File: src/rtl/tile_router_v1_00_a_output_port.sv
// tile_router_v1_00_a_output_port: round-robin arbiter feeding a 2-entry output FIFO
module tile_router_v1_00_a_output_port #(
  parameter int C_NUM_REQUESTERS = 5,
  parameter int C_PACKET_WIDTH = 66
) (
  input  logic                                       clk,
  input  logic                                       rst,
  input  logic [C_NUM_REQUESTERS-1:0]                reqX_valid,
  output logic [C_NUM_REQUESTERS-1:0]                reqX_accept,
  input  logic [C_NUM_REQUESTERS*C_PACKET_WIDTH-1:0] reqX_payload,
  output logic                                       output_valid,
  input  logic                                       output_accept,
  output logic [C_PACKET_WIDTH-1:0]                  output_payload
);
  localparam int N = C_NUM_REQUESTERS;
  localparam int W = C_PACKET_WIDTH;
  localparam int PW = N > 1 ? $clog2(N) : 1;
  logic [1:0] count;
  logic rd_ptr, wr_ptr;
  logic [PW-1:0] ptr, grant, ptr_nxt;
  logic [W-1:0] mem [2];
  logic [W-1:0] sel;
  logic found, space, push, pop;
  // Search from the rr pointer upward, wrapping; the lowest offset wins, and mux its payload
  always_comb begin
    grant = '0;
    found = 1'b0;
    sel = '0;
    for (int k = N - 1; k >= 0; k--)
      if (reqX_valid[PW'((int'(ptr) + k) % N)]) begin
        grant = PW'((int'(ptr) + k) % N);
        found = 1'b1;
      end
    for (int i = 0; i < N; i++)
      if (grant == PW'(i)) sel = reqX_payload[i*W +: W];
  end
  assign space = count < 2'd2;
  assign push = rst && space && found;
  assign pop = output_valid && output_accept;
  assign reqX_accept = push ? N'(1) << grant : '0;
  assign ptr_nxt = grant == PW'(N - 1) ? '0 : grant + PW'(1);
  assign output_valid = count != 2'd0;
  assign output_payload = output_valid ? mem[rd_ptr] : '0;
  // FIFO storage, pointers and rr pointer; the rr pointer only advances on a push
  always_ff @(posedge clk or negedge rst) begin
    if (!rst) begin
      count <= '0;
      rd_ptr <= 1'b0;
      wr_ptr <= 1'b0;
      ptr <= '0;
      mem[0] <= '0;
      mem[1] <= '0;
    end else begin
      if (push) begin
        mem[wr_ptr] <= sel;
        wr_ptr <= ~wr_ptr;
        ptr <= ptr_nxt;
      end
      if (pop) rd_ptr <= ~rd_ptr;
      count <= count + 2'(push) - 2'(pop);
    end
  end
endmodule

File: config.mk
export PLATFORM = sky130hd
export DESIGN_NAME = tile_router_v1_00_a_output_port
export DESIGN_NICKNAME = d
export VERILOG_FILES = /design/src/rtl/tile_router_v1_00_a_output_port.sv
export SDC_FILE = /design/constraint.sdc
export NUM_CORES = 1
export LEC_CHECK = 0
export ABC_CLOCK_PERIOD_IN_PS = 9600
export CAP_MARGIN = 20
export CORE_AREA = 2 2 158 160
export CTS_CLUSTER_DIAMETER = 200
export DETAILED_ROUTE_END_ITERATION = 8
export DIE_AREA = 0 0 160 162
export PLACE_DENSITY = 0.83
export SLEW_MARGIN = 20
export SYNTH_ARGS = -nofsm -noshare
export SYNTH_HDL_FRONTEND = slang
export SYNTH_SLANG_ARGS = --single-unit
File: constraint.sdc
create_clock -name clk -period 9.6 [get_ports clk]
set_input_delay 0.96 -clock clk [delete_from_list [all_inputs] [get_ports clk]]
set_output_delay 0.96 -clock clk [all_outputs]
set_load 0.02 [all_outputs]
Word level (Yosys, flattened, before mapping)
Cells that the tools add are included.
Storage, ports and cells
  register bits after elaboration: 139
  input port bits: 338
  output and inout port bits: 72
  word-level logic and storage cells: 81
Cells by class
  add/subtract/negate cells: 7
  divide/modulo/power cells: 5
  $lt $le $gt $ge: 9
  equality and inequality tests: 4
  shift-type cells: 1
  muxes and demuxes: 39
  bitwise operators: 4
  reductions and logical operators: 6
Operator list (number)
  $mux W66: 10
  $bwmux W132: 1
  $mod A32 B4 Y32 const B: 4
  $demux W66 S1: 1
  $mod A4 B4 Y32 const B: 1
  $lt A3 B5 Y1 const B: 5
  $mux W3: 6
  $bmux W1 S3: 5
  $mux W1: 15
  $add A3 B2 Y4 const B: 2
  $eq A3 B2 Y1 const B: 2
  $mux W5: 1
  $shl A1 B3 Y5 const A: 1
  $add A3 B1 Y4 const B: 1
  $add A3 B3 Y4 const B: 1
  $ge A2 B2 Y1 const B: 2
  $logic_and A1 B1 Y1: 4
  $not A1 Y2: 2
  $add A3 B1 Y3 const B: 1
  $eq A3 B1 Y1 const B: 1
  $eq A3 B3 Y1 const B: 1
  $logic_not A3 Y1: 1
  $add A2 B1 Y2: 1
  $lt A2 B1 Y1 const B: 1
  other kinds (4): 5

Longest topological paths before layout
Gate-level depths: netlist of run 1.
  word-level depth: 17
  depth in mapped cells: 27
  gate-level depth less buffers: 24

Worst setup path after synthesis of run 1
No wires, ideal clock.
  path kind: register to output
  start: reg ptr[0]
  end: out reqX_accept[4]
  arrival time: 5092 ps
  data required time: 8640 ps
  slack: 3548 ps
  cell stages (with the launch flop): 26
  path buffers: 4
  cells stage by stage: dfrtp_1 > inv_1 > ha_1 > buf_2 > inv_1 > ha_1 > nor2_1 > a211oi_1 > or2_1 > buf_2 > ha_1 > nor2b_1 > a2111o_1 > o211ai_2 > mux2i_1 > nand3_1 > a221oi_1 > nand3b_1 > a31oi_1 > mux2i_1 > ha_1 > and4_1 > a21oi_2 > buf_4 > buf_2 > nor2_1
On the way
  cells in the longest elaborated chain, start to end: 12
  elaborated cells on any way between the ends: 37
  those cells by class: add/sub: 4; div: 5; shift: 1; mux: 26; reduce/logical: 1
Ends and longest elaborated chain
  start, declared: RTL line 20  | logic [PW-1:0] ptr, grant, ptr_nxt;
  start signal, assigned: RTL line 57  | ptr <= ptr_nxt;
  $add A3 B3 Y4: RTL line 30, 31
  $mod A32 B4 Y32: RTL line 30, 31
  $bmux W1 S3: RTL line 30  | if (reqX_valid[PW'((int'(ptr) + k) % N)]) begin
  $mux W1 (implied by the code) (2 in series): RTL line 30
  $mux W3 or $mux W1 (tied branches) (5 in series): RTL line 30
  $shl A1 B3 Y5 or $logic_and A1 B1 Y1 (tied branches): RTL line 40, 38
  $mux W5 (*): RTL line 40  | assign reqX_accept = push ? N'(1) << grant : '0;
  end, declared: RTL line 9  | output logic [C_NUM_REQUESTERS-1:0] reqX_accept,
Every way passes the cells marked *; elsewhere a longest branch is shown, timed or not. The select of a mux whose other input is x is not followed.

Final worst setup path of run 1
  start: reg ptr[0]
  end: out reqX_accept[2]
The elaborated chain is that of the path after synthesis.

==> results of run 1 <==
## registers in the layout, summed over array words and instances, names as in the netlist
register,count
ptr,3
mem,132
wr_ptr,1
rd_ptr,1
count,2
## per-layer routing
layer  share of wire  wire length, um  track usage
met2            0.50            19200        0.505
met5               0                0            0
met3           0.077             3000       0.0618
met1            0.40            15500        0.362
met4           0.026             1020       0.0934
## area by class of cell
cell class,instances,area [sq um],share of cell area
clock inverter,15,180,0.0118
multi-input combinational,945,6440,0.422
tap,324,405,0.0266
antenna,3,7.51,0.000492
inverter,22,82.6,0.00541
sequential,139,3480,0.228
clock buffer,17,425,0.0279
timing repair buffer,423,4230,0.277
## cells in the final DEF (no fill, tap or decap), types with 5 or more instances in the layout
master and instances:
a21oi_1 10, a221oi_1 27, a221oi_2 40, a22oi_1 68, and3_1 5, buf_4 12, clkbuf_16 17, clkdlybuf4s50_1 408
dfrtp_1 138, ha_1 29, inv_1 20, inv_6 5, mux2_2 5, mux2i_1 75, nand2_1 215, nand2b_1 9
nand3_1 9, nor2_1 147, o21ai_0 73, o31ai_1 137, xnor2_1 7
## how the worst max path moves through the flow
stage,start,endpoint
2_1_floorplan,ptr[0]$_DFFE_PN0P_,reqX_accept[4]
3_3_place_gp,ptr[0]$_DFFE_PN0P_,reqX_accept[2]
3_5_place_dp,ptr[0]$_DFFE_PN0P_,reqX_accept[1]
4_1_cts,ptr[0]$_DFFE_PN0P_,reqX_accept[1]
5_1_grt,ptr[0]$_DFFE_PN0P_,reqX_accept[1]
6_report,ptr[0]$_DFFE_PN0P_,reqX_accept[2]
## tightest hold or removal path, cell delays in order, from the launching register on
cell     delay [ns]
dfrtp_1        0.34
nand2_1        0.05
o31ai_1        0.05
## stage by stage
step	setup WS (ns)	hold WS (ns)	utilization	cells
3_3_place_gp	2.67	0.458	0.607	1853
5_1_grt	1.52	0.493	0.633	1886
4_1_cts	2.08	0.478	0.632	1885
3_5_place_dp	2.55	0.465	0.607	1853
2_1_floorplan	3.55	0.448	-	1211
6_report	2.05	0.474	0.633	1888
## kinds of logic after synthesis
family	share of synthesized area
AND/OR/NAND/NOR	0.159
AO/OA/AOI/OAI	0.314
flip-flops	0.333
buffers and inverters	0.0583
multiplexers	0.0851
adder cells (fa/ha/maj)	0.0402
XOR/XNOR	0.0109
==> results.ini, run 1 <==
[clock_network]
path_clk_slew_ns = 0.06
cts_sinks = 139
cts_buffers = 17
cts_hold_buffers = 0
cts-resized-gates = 0
cts_root_buffer = clkbuf_16
cts_setup_buffers = 0
htreeDepth = 4
clockBufferDepth = 2
clkLatencyLatePin_ns = 0.42
cts_tree = built

[critical_path]
crit_required_ns = 8.64
critPathSlowestCell = ha_4
reg2reg_to = mem[105]$_DFFE_PN0P_
path_depth = 20
critPathLaunchType = flip-flop
reg2reg_depth = 24
end_kind = primary output
crit_type = flip-flop to primary output
slowest_delay_ns = 0.60
crit_path_max_fanout = 74
arrival_ns = 6.59
r2r-start = ptr[0]$_DFFE_PN0P_
crit_family = adder cells
r2r_setup_slack_ns = 2.53
critPathBufInv = 4
cpMostUsedCell = ha_1
worstPathCellList = buf_4, inv_1, ha_1, inv_1, ha_1, or3b_1, o22ai_1, or2_1, ha_1, nor2b_1, a2111o_1, o211ai_2, o311ai_2, a221oi_1, nand3b_1, a31oi_1, mux2_2, ha_4, and2_1, clkdlybuf4s50_1

[sta]
relSlewSlack = 0.286
worst_pin_slew_ns = 1.07
clock.fmax_ghz = 0.133
period_minus_slack_ns = 7.55
fin_skew_ns = 0.00791
slew_viol_final = 0
rsz0062_at_grt = false
hold_viol_final = 0
setup_viol = 0
fin_crit_sh = 0.786
finalSetupTns_ns = 0

[drt]
vias = 11067
drt-total-wl_mm = 38.7
ant_nets = 0
drc_errors = 0
dr.pass1.iters = 6
post_drt_wl_per_cell_um = 20.5
vias_per_cell = 5.86
dr.first_iter.drc_count = 878

[hold_path]
min_from = mem[73]$_DFFE_PN0P_
hold_end = mem[73]$_DFFE_PN0P_
hold_class = flip-flop to flip-flop
min_path_cells = 2

[die]
dieWidth_um = 160
pin_count = 410
die_area_sq_um = 25900
core_sq_um = 24100
num_rows = 57
die_h_um = 162
initial_core_util = 0.434

[synth]
synth_area_leaders = dfrtp_1, o31ai_1, nand2_1
synthTopCellsByCount = nand2_1, nor2_1, dfrtp_1, o31ai_1, mux2i_1
synth_top_cell_by_area = dfrtp_1
synthArstFlopShare = 1.00
syn-num-nets = 1582
avgSynthCellArea_sq_um = 8.63
synth_area_sq_um = 10500
syn_inst = 1211
yosysWarnings = 0
yosysTopAreaCellShare = 0.333
synth-seq-cells = 139
synthDistinctLibCells = 71
synth_edf_count = 0
synthFlopType = dfrtp_1
yosysMostFrequentCell = nand2_1
ys_seq_area_frac = 0.333

[grt]
gr-total-overflow = 0
antenna_found_initial = 2
grt_max_degree = 109
grt_pass1_vias = 10821
grt.total_usage = 0.290
grt_pass1_wl_mm = 59.6

[layout]
layout.nets = 1919
design_area_sq_um = 15300
synthToLayoutAreaGrowth_pct = 45.9
fillCellCount = 2071
drive_gt1_frac = 0.0814

[status]
status = completed

[job]
cap_violations = 0

[placed_design]
placed_area_sq_um = 14600
numPortBuffers = 409
dp_hpwl_mm = 27.8
gp_congestion = 0.867

Power of run 1 is left out: the tool's default activity adds up to more than one toggle a clock period on the data nets, which glitch-free logic cannot reach.
==> run 2, diff against run 1 <==
ABC_CLOCK_PERIOD_IN_PS = 7700   (was 9600)
CORE_AREA = 2 2 161 163   (was 2 2 158 160)
DIE_AREA = 0 0 163 165   (was 0 0 160 162)
PLACE_DENSITY = 0.8   (was 0.83)
clock period = 7.7 ns   (was 9.6 ns; I/O delays follow)
==> run 2 against run 1 <==
  * Flip-flop and latch count unchanged
  * Wire length up 1.1%
  * Critical path type unchanged
  * Register-to-register slack worse by 1.7 ns
  * Critical path depth up 1
==> results.ini, run 2 (synthesized netlist as in run 1, its figures left out) <==
[layout]
drive_gt1_frac = 0.0825
mostFrequentLayoutCell = clkdlybuf4s50_1
top_regs = mem: 132 flops, ptr: 3 flops, count: 2 flops
mostFrequentLayoutCells = clkdlybuf4s50_1, nand2_1, nor2_1
synthToLayoutAreaGrowth_pct = 46.7
post-route-util = 0.612
layout.nets = 1922
fin_cells = 1895
regMostFlops = mem
largest_reg_flops = 132

[clock_network]
cts_sinks = 139
clockBufferDepth = 2
cts_buffers = 17
cts_setup_buffers = 0
clkLatencyLatePin_ns = 0.42
cts_tree = built
htreeDepth = 4
path_clk_slew_ns = 0.07
cts_root_buffer = clkbuf_16

[sta]
period_minus_slack_ns = 7.20
clock.fmax_ghz = 0.139
fin_skew_ns = 0.0136
finalSetupTns_ns = 0
hold_viol_final = 0
slew_viol_final = 0
fin_ws_ns = 0.501
fin_crit_sh = 0.935
setup_viol = 0
relSlewSlack = 0.219
worst_pin_slew_ns = 1.17
rsz0062_at_grt = true

[critical_path]
end_kind = primary output
crit_path_max_fanout = 25
critPathLaunchType = flip-flop
reg2reg_to = mem[104]$_DFFE_PN0P_
r2r_setup_slack_ns = 0.85
arrival_ns = 6.43
reg2reg_depth = 25
crit_required_ns = 6.93
r2r-start = ptr[1]$_DFFE_PN0P_
crit_type = flip-flop to primary output

[drt]
dr.pass1.iters = 6
vias = 11151
drt-total-wl_mm = 39.2
vias_per_cell = 5.88
dr.first_iter.drc_count = 1020
post_drt_wl_per_cell_um = 20.7
drc_errors = 0
ant_nets = 0

[die]
num_rows = 58
die_area_sq_um = 26900
die_h_um = 165
initial_core_util = 0.418
dieWidth_um = 163
core_sq_um = 25000
pin_count = 410

[grt]
grt_pass1_wl_mm = 59.3
grt.total_usage = 0.283
grt_pass1_vias = 10932
gr-total-overflow = 0
grt_max_degree = 89
antenna_found_initial = 1

[job]
cap_violations = 0

[placed_design]
numPortBuffers = 409
gp_congestion = 0.907
place_ws_ns = 0.853
place_inst = 1862
dp_hpwl_mm = 28.0

[hold_path]
hold_class = input pin to async pin

[status]
status = completed

## run 2: cell count changes in the layout (fill, tap and decap cells not counted), sizes merged
| cell | delta |
|---|---|
| inv | -4 |
| diode | -2 |
| clkinv | -2 |
| clkinvlp | +1 |
| buf | +3 |
| bufinv | +3 |
| clkbuf | +2 |
## run 2: routing by layer
layer / wire length, um / up-vias / track usage
met2: 18900 / 574 / 0.477
met1: 15900 / 5352 / 0.357
met4: 1250 / 0 / 0.111
li1: - / 5154 / -
met3: 3120 / 71 / 0.0583
met5: 0 / - / 0
## run 2: layout make-up
type	instances	area [sq um]
tap	330	413
timing repair buffer	426	4260
clock buffer	19	433
antenna	1	2.50
multi-input combinational	945	6450
clock inverter	13	215
sequential	139	3480
inverter	22	82.6
fill	2125	9700
## run 2: per-stage QoR
stage               hold WS [ns]  instance area (sq um)
CTS                        0.380                  15300
floorplan                  0.448                  10500
global placement           0.458                  14700
finish                     0.360                  15300
detailed placement         0.465                  14700
global route               0.398                  15300
## run 2: what timing repair did
| action | 4_1_cts | 5_1_grt |
|---|---|---|
| endpoints found under the setup margin | 0 | 2 |
| resized for setup | 0 | 1 |
| hold endpoints to repair | 0 | 0 |
| hold buffers | 0 | 0 |
## run 2: critical path, cell delays in order, from the launching register on
cell and delay (ns):
dfrtp_1 0.53, inv_1 0.26, ha_1 0.30, xnor2_2 0.24
inv_2 0.11, ha_1 0.24, nor2_1 0.18, a211oi_1 0.11
or2_1 0.31, ha_1 0.26, nor2b_1 0.16, a2111o_1 0.39
o211ai_2 0.17, mux2i_1 0.27, nand3_1 0.17, a221oi_1 0.28
nand3b_1 0.16, a31oi_1 0.12, mux2i_1 0.23, ha_2 0.61
and2_1 0.22, clkdlybuf4s50_1 0.67
## run 2: how the worst max path moves through the flow
stage | startpoint | end | slack, ns | depth (start not counted)
after floorplan | ptr[0]$_DFFE_PN0P_ | reqX_accept[4] | 1.84 | 25
after CTS | ptr[1]$_DFFE_PN0P_ | reqX_accept[1] | 0.43 | 20
final | ptr[1]$_DFFE_PN0P_ | reqX_accept[1] | 0.50 | 21
after detailed placement | ptr[1]$_DFFE_PN0P_ | mem[41]$_DFFE_PN0P_ | 0.85 | 24
after global routing | ptr[1]$_DFFE_PN0P_ | reqX_accept[1] | -0.01 | 20
after global placement | ptr[1]$_DFFE_PN0P_ | reqX_accept[1] | 1.14 | 20
Power of run 2 is left out for the same reason.
==> run 3, diff against run 2 <==
CTS_CLUSTER_DIAMETER = 150   (was 200)
==> results of run 3 <==
Same layout as run 2: the final DEF is identical, and so are final timing and power.
Power of run 3 is left out for the same reason.
